## config.mk

```make
export PLATFORM = sky130hd
export DESIGN_NAME = serial_subtractor
export DESIGN_NICKNAME = d
export VERILOG_FILES = /design/src/rtl/serial_subtractor_pkg.sv /design/src/rtl/serial_subtractor_full_subtractor.sv /design/src/rtl/serial_subtractor.sv
export SDC_FILE = /design/constraint.sdc
export NUM_CORES = 1
export LEC_CHECK = 0
export ABC_AREA = 1
export CAP_MARGIN = 10
export CORE_MARGIN = 2
export CORE_UTILIZATION = 35
export CTS_CLUSTER_DIAMETER = 150
export CTS_CLUSTER_SIZE = 30
export DETAILED_ROUTE_END_ITERATION = 8
export MAX_ROUTING_LAYER = met4
export PLACE_DENSITY = 0.61
export REMOVE_ABC_BUFFERS = 1
export SYNTH_ARGS = -nofsm -noshare
export SYNTH_HDL_FRONTEND = slang
export SYNTH_SLANG_ARGS = --single-unit
```

## constraint.sdc

```tcl
create_clock -name clk -period 1.2 [get_ports clk]
set_clock_uncertainty 0.2 [all_clocks]
set_input_delay 0.18 -clock clk [delete_from_list [all_inputs] [get_ports clk]]
set_output_delay 0.18 -clock clk [all_outputs]
set_load 0.02 [all_outputs]
```

## src/rtl/serial_subtractor_pkg.sv

```systemverilog
// Shared definitions for the bit-serial subtractor: FSM state encoding and default width.
package serial_subtractor_pkg;

  localparam int DEFAULT_WIDTH = 8;

  typedef enum logic [1:0] {
    ST_IDLE = 2'd0,
    ST_RUN  = 2'd1,
    ST_DONE = 2'd2
  } sub_state_e;

endpackage

```

## src/rtl/serial_subtractor_full_subtractor.sv

```systemverilog
// One-bit full subtractor (a - b - bin) built from two half subtractors,
// the borrow-chain counterpart of the full-adder cell.
module half_subtractor (
  input  logic a,
  input  logic b,
  output logic d,
  output logic bout
);
  assign d    = a ^ b;
  assign bout = ~a & b;
endmodule

module full_subtractor (
  input  logic a,
  input  logic b,
  input  logic bin,
  output logic d,
  output logic bout
);
  logic d1, b1, b2;

  half_subtractor u_hs0 (.a(a),  .b(b),   .d(d1), .bout(b1));
  half_subtractor u_hs1 (.a(d1), .b(bin), .d(d),  .bout(b2));

  assign bout = b1 | b2;
endmodule

```

## src/rtl/serial_subtractor.sv

```systemverilog
// Bit-serial A-B subtractor, LSB first, one bit per clock with a start/done handshake.
// Define SERIAL_SUB_OVF_EN to add the signed-overflow output ovf.
module serial_subtractor
  import serial_subtractor_pkg::*;
#(
  parameter int WIDTH = DEFAULT_WIDTH
) (
  input  logic             clk,
  input  logic             rst_n,
  input  logic             start,
  input  logic [WIDTH-1:0] a,
  input  logic [WIDTH-1:0] b,
  output logic             busy,
  output logic             done,
  output logic [WIDTH-1:0] diff,
  output logic             borrow_out
`ifdef SERIAL_SUB_OVF_EN
  ,
  output logic             ovf
`endif
);

  localparam int CW = (WIDTH > 1) ? $clog2(WIDTH) : 1;
  localparam logic [CW-1:0] LAST = CW'(WIDTH - 1);

  sub_state_e       state_q;
  logic [WIDTH-1:0] ra_q, rb_q, diff_q;
  logic [CW-1:0]    cnt_q;
  logic             borrow_q, busy_q, done_q, borrow_out_q;
  logic             bit_d, borrow_d;

  full_subtractor u_fs (
    .a    (ra_q[0]),
    .b    (rb_q[0]),
    .bin  (borrow_q),
    .d    (bit_d),
    .bout (borrow_d)
  );

`ifdef SERIAL_SUB_OVF_EN
  logic ovf_q;
  assign ovf = ovf_q;
`endif

  always_ff @(posedge clk or negedge rst_n) begin
    if (!rst_n) begin
      state_q      <= ST_IDLE;
      ra_q         <= '0;
      rb_q         <= '0;
      diff_q       <= '0;
      cnt_q        <= '0;
      borrow_q     <= 1'b0;
      busy_q       <= 1'b0;
      done_q       <= 1'b0;
      borrow_out_q <= 1'b0;
`ifdef SERIAL_SUB_OVF_EN
      ovf_q        <= 1'b0;
`endif
    end else begin
      case (state_q)
        ST_IDLE: begin
          if (start) begin
            ra_q     <= a;
            rb_q     <= b;
            borrow_q <= 1'b0;
            cnt_q    <= '0;
            busy_q   <= 1'b1;
            state_q  <= ST_RUN;
          end
        end
        ST_RUN: begin
          diff_q   <= {bit_d, diff_q[WIDTH-1:1]};
          ra_q     <= ra_q >> 1;
          rb_q     <= rb_q >> 1;
          borrow_q <= borrow_d;
          // Counter parks at zero on the last bit so it never reaches WIDTH.
          if (cnt_q == LAST) begin
            cnt_q        <= '0;
            busy_q       <= 1'b0;
            done_q       <= 1'b1;
            borrow_out_q <= borrow_d;
`ifdef SERIAL_SUB_OVF_EN
            ovf_q        <= (ra_q[0] ^ rb_q[0]) & (bit_d ^ ra_q[0]);
`endif
            state_q      <= ST_DONE;
          end else begin
            cnt_q <= cnt_q + 1'b1;
          end
        end
        ST_DONE: begin
          done_q  <= 1'b0;
          state_q <= ST_IDLE;
        end
        default: begin
          done_q  <= 1'b0;
          busy_q  <= 1'b0;
          state_q <= ST_IDLE;
        end
      endcase
    end
  end

  assign busy       = busy_q;
  assign done       = done_q;
  assign diff       = diff_q;
  assign borrow_out = borrow_out_q;

endmodule

```

---- Word level (Yosys, flattened, before mapping) ----
Cells that the tools add are included.
storage, ports and cells
  flip-flop bits (word level) ............. 33
  latch bits .............................. 0
  memory bits (writable) .................. 0
  memory bits (read-only) ................. 0
  input bits .............................. 19
  output and inout bits ................... 11
  memories kept ........................... 0
operators by class
  add/sub/neg operators ................... 1
  multipliers ............................. 0
  divide/modulo/power cells ............... 0
  order comparisons ....................... 0
  eq/ne operators ......................... 5
  shift-type cells ........................ 0
  multiplexer cells ....................... 17
  bitwise operators ....................... 9
  reduce and logical (&&, ||, !) cells .... 7
operators with widths
  kind                 number
  $pmux 8 s2           2
  $mux 8               2
  $reduce_and 2->1     4
  $mux 3               2
  $pmux 3 s2           1
  $mux 1               4
  $mux 2               2
  $ne 2x2->1 const B   2
  $not 1->1            4
  $pmux 1 s2           2
  $pmux 2 s2           1
  $add 3x1->3 const B  1
  $eq 3x3->1 const B   1
  $pmux 1 s3           1
  $reduce_and 3->1     1
  $and 1x1->1          2
  $eq 2x1->1 const B   1
  $eq 2x2->1 const B   1
  $logic_not 2->1      1
  $reduce_bool 2->1    1
  $xor 1x1->1          2
  $or 1x1->1           1

---- Longest topological paths before layout ----
Gate-level depths: netlist (run 1).
  word-level depth ........................ 5
  mapped depth ............................ 6
  mapped depth without buffers ............ 5

---- Hierarchy ----
Synthesis (run 1) repeated with hierarchy kept, for this count alone.
unflattened totals
  cell total of the unflattened synthesis .. 208
  area total of the unflattened synthesis .. 1645.3 um^2
modules (own cells, without submodules)
  module             times used  cells an instance  area an instance (um^2)  seq. area each (um^2)
  serial_subtractor  1           199                1594.0                   825.8
  half_subtractor    2           3                  20.0                     0.0
  full_subtractor    1           3                  11.3                     0.0

---- Worst setup path after synthesis (run 1) ----
Ideal clock, no wire load.
  path kind ............................... register to register
  from .................................... register state_q[1]
  to ...................................... register ra_q[0]
  library setup time ...................... 0.117 ns
  data arrival time ....................... 0.971 ns
  data required time ...................... 0.883 ns
  path slack .............................. -0.088 ns
  stages on the path, launching flop included .. 7
  buffers on the path ..................... 2
  clock period less this slack ............ 1.288 ns
  cell sequence ........................... dfrtp_1 -> inv_2 -> nand2_2 -> buf_6 -> buf_4 -> nand3_1 -> nand2_1
between the ends
  cells in the longest elaborated chain, start to end .. 3
RTL lines
  item                                                              line                     RTL
  start, declared                                                   serial_subtractor.sv:26  sub_state_e state_q;
  start signal, assigned                                            serial_subtractor.sv:47  state_q <= ST_IDLE;
  start signal, assigned                                            serial_subtractor.sv:68  state_q <= ST_RUN;
  start signal, assigned                                            serial_subtractor.sv:85  state_q <= ST_DONE;
  $eq 2x1->1 / $logic_not 2->1 (equally long branches)              serial_subtractor.sv:60  case (state_q)
  $reduce_bool 2->1 (no line) / $ne 2x2->1 (equally long branches)  -
  $reduce_and 2->1 (no line)                                        -
  end signal, assigned                                              serial_subtractor.sv:73  ra_q <= ra_q >> 1;
  end, declared                                                     serial_subtractor.sv:27  logic [WIDTH-1:0] ra_q, rb_q, diff_q;
Several ways; a longest one is shown, not always the timed one.
A chain may end at the register's enable or synchronous reset.

---- Worst setup path after layout (run 1) ----
Same ends and word-level chain as after synthesis.

==> metrics.md, run 1 <==
| Metric | Value |
|---|---|
| Startpoint type of the worst setup path | `flip-flop` |
| Largest cells by area after synthesis | `dfrtp_1 (51%), nand3_1 (15%), nand2_1 (13%)` |
| Async SR Flop Fraction | `between 90% and 100%` |
| TritonCTS buffer count | `5` |
| FF-to-FF path depth | `6` |
| CP Launch Point | `state_q[1]$_DFFE_PN0P_` |
| Row cnt | `24` |
| Final-report max-slew violation count | `0` |
| Fin crit share | `109%` |
| Power per Cell Area | `approximately 2600 mW/mm²` |
| Clock Path Buffers | `2` |
| Area Growth Syn to Fin | `53.9%` |
| Top-area cell type share of the netlist area | `51.3%` |
| GR Util All Layers | `16.3%` |
| DRC errors left | `0` |
| Vias per cell | `between 4 and 5` |
| Initial antenna violation count | `0` |
| Drt total wl | `3.98 mm` |
| DPL Wire Length | `around 2.2 mm` |
| Residual overflow from global routing | `0` |
| Starting DRC count in detailed routing | `~120` |
| Layout cells sized above 1 | `between 20% and 30%` |
| RD Place Congestion | `0.734` |
| Status | `finished with violations` |
| IR drop worst, VDD | `~1200 µV` |
| Worst r2r src | `state_q[1]$_DFFE_PN0P_` |
| Critical-path cell list | `inv_4, buf_6, buf_6, nand3_1, nand3_1, nand2_1` |
| RSZ-0062 raised after global routing | `yes` |
| Slowest stage delay, CP | `0.42 ns` |
| Synth Cell Area | `approximately 0.0016 mm²` |
| Crit path max fanout | `6` |
| Critical path class | `reg -> reg` |
| Ant. Diodes | `0` |
| Primary FF master, synth | `dfrtp_1` |
| Die H | `around 72 µm` |
| Final hold slack | `a little under 0.07 ns` |
| Die X | `between 70 and 80 µm` |
| Worst Setup End Kind | `flip-flop` |
| Min-Delay Path Class | `in -> async` |
| Cell total after placement | `about 290` |
| Most frequent cell after synthesis | `nand2_1` |
| Data arrival, critical path | `around 1.3 ns` |
| First-pass GRT wire length | `just over 6 mm` |
| Most frequent cells after synthesis | `nand2_1 (54), nand3_1 (47), inv_1 (37)` |
| Critical Path RT | `approximately 1.2 ns` |
| Reg clk slew, reported paths | `0.07 ns` |
| Slew @ Worst Pin | `roughly 0.19 ns` |
| TNS Setup | `-2.42 ns` |
| FMAX | `~0.76 GHz` |
| Synth area leader | `dfrtp_1` |
| CP max stage cell | `dfrtp_1` |
| Later-pin clock latency in the skew report | `approximately 0.28 ns` |
| Failing checks | `negative setup slack` |
| I/O Buffers | `29` |
| Fin cells | `roughly 310` |
| Layout Nets | `roughly 280` |
| Synth warn | `0` |
| Initial core utilization | `36.7%` |
| Vias in the first global route | `1307` |
| Pre-antenna DRT Iters | `4` |
| Core area | `0.00438 mm²` |
| Lkg Pwr | `between 1 and 1.5 nW` |
| DRT antenna net count | `0` |
| Worst Slack Setup Final | `-0.112 ns` |
| Flops & latches, synth | `33` |
| Fillers | `around 400` |
| Slew margin rel. | `87.3%` |
| Max H-tree Level | `2` |
| Clk sinks | `33` |
| Cells after Synth | `204` |
| Final setup viols | `33` |
| Max-cap check violation count | `0` |
| Post-synthesis sequential area ratio | `51.3%` |
| Ports | `30` |
| CTS root buf | `clkbuf_8` |
| Synth unique cells | `14` |
| Drt wl/cell | `12.9 µm` |
| Synth Area per Inst | `about 7.9 µm²` |
| Largest net degree at the start of global routing | `34` |
| Tmin final | `1.31 ns` |
| CTS tree | `built` |
| DIE AREA | `0.00516 mm²` |
| Final Hold Viols | `0` |
| DR vias | `approximately 1500` |
| EDFF count, synth | `0` |
flip-flops by register name (all words and copies together) (netlist names):
signal and cells:
borrow_out 1, borrow_q 1, busy 1, cnt_q 3
diff 8, done 1, ra_q 8, rb_q 8
state_q 2
critical path, delay by kind of cell (launching register included):
| kind | cells | cell delay, ns |
|---|---|---|
| buf+inv | 3 | 0.38 |
| simple gates | 3 | 0.20 |
| flops | 1 | 0.42 |
timing repair:
item                       4_1_cts  5_1_grt
setup endpoints to repair       44       43
buffers inserted                 4        6
gates resized for setup         96       29
cloned                           2        2
hold buffers                     0        0
pin swaps                        8       17
area by class of cell:
type,count,area (µm²),share of cell area (%)
Multi-Input combinational cell,121,716,28.9
Tap cell,52,65.1,2.62
Inverter,39,149,6.01
Timing Repair Buffer,56,642,25.9
Sequential cell,33,827,33.4
Clock buffer,8,80.1,3.23
cells in the final DEF (no fill, tap or decap):
cell and n:
buf_12 4, buf_16 1, buf_4 13, buf_6 17
buf_8 1, clkbuf_1 3, clkbuf_16 2, clkbuf_8 5
clkdlybuf4s50_1 18, dfrtp_1 32, dfrtp_2 1, fa_1 1
ha_4 2, inv_1 33, inv_2 5, inv_4 1
nand2_1 44, nand2_2 7, nand2_4 5, nand2_8 1
nand3_1 40, nand3_2 7, nor2_4 2, o21ai_0 2
o21ai_1 8, o21ai_2 2
metal layers:
metal	global-route usage, %	routed length (µm)
met5	-	0
met1	22.5	1800
met2	23.5	1950
met4	5.03	94
met3	4.50	135
metrics by stage:
step                      utilization, %  cell area, µm²  setup slack, ns  total power [mW]
after floorplan                        -            1540           -0.527              3.43
after global placement              46.6            2040           -0.324              4.53
after detailed placement            46.6            2040           -0.327              4.57
after CTS                           51.8            2270           -0.102              5.86
after global routing                56.5            2480           -0.175              6.91
final                               56.5            2480           -0.112              6.41
power breakdown:
part           total, mW  switching (mW)  internal [mW]
logic               3.59            1.80           1.79
registers           2.01           0.364           1.65
clock network      0.809           0.397          0.412
logic make-up after synthesis:
kind of cell	after synthesis	synth area share, %
flops	33	51.3
simple gates	106	28.8
compound gates	12	3.73
buf+inv	50	13.4
fa+ha+maj	3	2.80
worst paths after layout:
check                                    endpoint  slack, ns
min reg2reg                   ra_q[1]$_DFFE_PN0P_       0.30
min in group clk              ra_q[7]$_DFFE_PN0P_       0.26
min                           diff[6]$_DFFE_PN0P_       0.07
max                           ra_q[0]$_DFFE_PN0P_      -0.11
max reg2reg                   ra_q[0]$_DFFE_PN0P_      -0.11
max in group asynchronous  state_q[0]$_DFFE_PN0P_       0.54
(Power assumes the default switching activity.)
==> run 2: changes to the inputs <==
--- a/config.mk
+++ b/config.mk
@@ -6,15 +6,14 @@
 export NUM_CORES = 1
 export LEC_CHECK = 0
 export ABC_AREA = 1
-export CAP_MARGIN = 10
+export CAP_MARGIN = 20
 export CORE_MARGIN = 2
 export CORE_UTILIZATION = 35
 export CTS_CLUSTER_DIAMETER = 150
 export CTS_CLUSTER_SIZE = 30
 export DETAILED_ROUTE_END_ITERATION = 8
 export MAX_ROUTING_LAYER = met4
-export PLACE_DENSITY = 0.61
-export REMOVE_ABC_BUFFERS = 1
+export PLACE_DENSITY = 0.59
 export SYNTH_ARGS = -nofsm -noshare
 export SYNTH_HDL_FRONTEND = slang
 export SYNTH_SLANG_ARGS = --single-unit
==> constraint.sdc (replaced) <==
create_clock -name clk -period 1.7 [get_ports clk]
set_clock_uncertainty 0.2 [all_clocks]
set_input_delay 0.255 -clock clk [delete_from_list [all_inputs] [get_ports clk]]
set_output_delay 0.255 -clock clk [all_outputs]
set_load 0.02 [all_outputs]
==> run 2 against run 1 <==
Compared with the run above: the flow now finishes without violations; design area shrank 17%; final cell count down 6.8%; first-iteration DRC count grew 2.6%; combinational power down 54%; sequential share of layout area is 6.7 points higher; critical path type is now reg -> out; largest power group unchanged; highest routed layer unchanged.
==> metrics.md, run 2 (synthesis gave the netlist of run 1 again) <==
| Metric | Value |
|---|---|
| Status | `complete, no violations` |
| Min-Delay Path Class | `in -> async` |
| First-pass GRT wire length | `5.75 mm (-7.5%)` |
| Power per Cell Area | `1730 mW/mm² (-33%)` |
| CTS tree | `built` |
| Clk pwr share | `15.3% (+2.7 points)` |
| Die X | `71.8 µm (unchanged)` |
| Core area | `0.00438 mm² (unchanged)` |
| Crit path max fanout | `3 (-3)` |
| Pre-antenna DRT Iters | `4 (unchanged)` |
| Post-CTS setup buffer count | `0 (-4)` |
| Largest net degree at the start of global routing | `34 (unchanged)` |
| Max H-tree Level | `2 (unchanged)` |
| DIE AREA | `0.00516 mm² (unchanged)` |
| Vias in the first global route | `1301 (-0.46%)` |
| TNS Setup | `0 ns (+2.42 ns)` |
| Fin crit share | `a little under nine tenths` |
| Drt total wl | `3.24 mm (-19%)` |
| Lkg Pwr | `1.16 nW (-11%)` |
| Commonest non-fill, non-tap cell in the layout | `nand2_1` |
| RSZ-0062 raised after global routing | `no` |
| Critical Path RT | `1.24 ns (+0.07 ns)` |
| Initial core utilization | `36.7% (unchanged)` |
| Tmin final | `between 1 and 1.5 ns` |
| Critical-path cell list | `dlygate4sd2_1` |
| Final Total Pwr | `3.56 mW (-44%)` |
| CP max stage cell | `dfrtp_1` |
| Layout Nets | `259 (-6.8%)` |
| TritonCTS buffer count | `5 (unchanged)` |
| Drt wl/cell | `11.2 µm (-13%)` |
| DPL Wire Length | `2.16 mm (-1.1%)` |
| Slowest stage delay, CP | `0.40 ns (-0.02 ns)` |
| DRC errors left | `0 (unchanged)` |
| Largest delay contributor family on the critical path | `flip-flops` |
| CTS root buf | `clkbuf_8` |
| Critical path class | `reg -> out` |
| Area Growth Syn to Fin | `28.0%` |
| FMAX | `between 0.6 and 0.7 GHz` |
| Final setup viols | `0 (-100%)` |
| CP bufs+invs | `1 (-2)` |
| RD Place Congestion | `0.735 (about the same)` |
| Commonest non-fill, non-tap cells in the layout | `nand2_1 (54), nand3_1 (47), inv_1 (37), dfrtp_1 (33), clkdlybuf4s50_1 (18)` |
| Data arrival, critical path | `1.01 ns (-0.27 ns)` |
| Later-pin clock latency in the skew report | `0.29 ns (about the same)` |
| Initial antenna violation count | `0 (unchanged)` |
| Ant. Diodes | `0 (unchanged)` |
| Worst Setup End Kind | `output port` |
| Clock Path Buffers | `2 (unchanged)` |
| Logic pwr share | `46.5% (-9.5 points)` |
| Reg clk slew, reported paths | `0.07 ns (about the same)` |
| Ports | `30 (unchanged)` |
| Max-cap check violation count | `0 (unchanged)` |
| I/O Buffers | `29 (unchanged)` |
| Net Sw Frac | `40.4% (+0.41 points)` |
| IR drop worst, VDD | `845 µV (-31%)` |
| Starting DRC count in detailed routing | `118 (+2.6%)` |
| GR Util All Layers | `14.8% (-1.5 points)` |
| Clk sinks | `33 (unchanged)` |
| Final Hold Viols | `0 (unchanged)` |
| Reg power frac | `38.3% (+6.9 points)` |
| Switching pwr | `1.44 mW (-44%)` |
| Internal | `2.12 mW (-45%)` |
| Residual overflow from global routing | `0 (unchanged)` |
| Layout cells sized above 1 | `8.05% (-22 points)` |
| Slew margin rel. | `80.6% (-6.6 points)` |
| Final-report max-slew violation count | `0 (unchanged)` |
| DR vias | `1318 (-9.7%)` |
| Startpoint type of the worst setup path | `flip-flop` |
| Slew @ Worst Pin | `0.289 ns (+0.0987 ns)` |
| DRT antenna net count | `0 (unchanged)` |
| Syn Nets | `226` |
| Row cnt | `24 (unchanged)` |
| Die H | `71.8 µm (unchanged)` |
| Vias per cell | `4.58 (-3.1%)` |
-- run 2: worst register-to-register path, delay by kind of cell, from the launching register on --
| family | cells | cell delay, ns |
|---|---|---|
| AO/OA/AOI/OAI | 1 | 0.16 |
| flip-flops | 1 | 0.40 |
| AND/OR/NAND/NOR | 1 | 0.07 |
| adder cells (fa/ha/maj) | 2 | 0.42 |
| buffers and inverters | 1 | 0.05 |
-- run 2: power groups by stage --
| stage | Combinational (mW) | Sequential (mW) | Clock [mW] |
|---|---|---|---|
| after global routing | 1.91 | 1.41 | 0.595 |
| final | 1.65 | 1.36 | 0.543 |
| after detailed placement | 1.74 | 1.38 | 0 |
| after global placement | 1.71 | 1.38 | 0 |
| after floorplan | 1.04 | 1.48 | 0 |
| after CTS | 1.70 | 1.37 | 0.557 |
-- run 2: timing repair --
| item | in CTS | in global routing |
|---|---|---|
| gates resized for setup | 6 | 5 |
| endpoints found under the setup margin | 6 | 5 |
| hold buffers | 0 | 0 |
-- run 2: path summary, 6_finish.rpt --
kind | from | endpoint | slack [ns] | cells past startpoint
worst max-delay path | diff[7]$_DFFE_PN0P_ | diff[7] | 0.24 | 1
min in group clk | diff[0]$_DFFE_PN0P_ | diff[0]$_DFFE_PN0P_ | 0.27 | 2
worst max register to register | cnt_q[0]$_DFFE_PN0P_ | busy$_DFFE_PN0P_ | 0.34 | 5
max in group asynchronous | rst_n | diff[0]$_DFFE_PN0P_ | 0.99 | 2
worst min-delay path | rst_n | done$_DFFE_PN0P_ | 0.13 | 2
worst min register to register | diff[0]$_DFFE_PN0P_ | diff[0]$_DFFE_PN0P_ | 0.27 | 2
-- run 2: area by class of cell --
type	instances	area [µm²]
fill	452	2320
sequential	33	826
inverter	39	146
tap	52	65.1
clock buffer	5	68.8
multi-input combinational	121	569
timing repair buffer	37	380
clock inverter	1	5.00
-- run 2: routing by layer --
layer,track usage (%),up-vias,part of all wire (%)
met4,5.66,0,1.1
met1,19.6,600,48
met5,-,-,0
li1,-,692,-
met2,21.3,22,45
met3,4.78,4,5.3
-- run 2: through the flow --
stage | hold slack [ns] | setup WS (ns) | util [%] | std cells | area (µm²)
floorplan | -0.241 | 0.412 | - | 204 | 1610
global placement | 0.264 | 0.157 | 45.2 | 282 | 1980
detailed placement | 0.266 | 0.133 | 45.2 | 282 | 1980
CTS | 0.137 | 0.0000194 | 46.7 | 288 | 2050
global route | 0.145 | 0.190 | 47.0 | 288 | 2060
finish | 0.127 | 0.235 | 47.0 | 288 | 2060
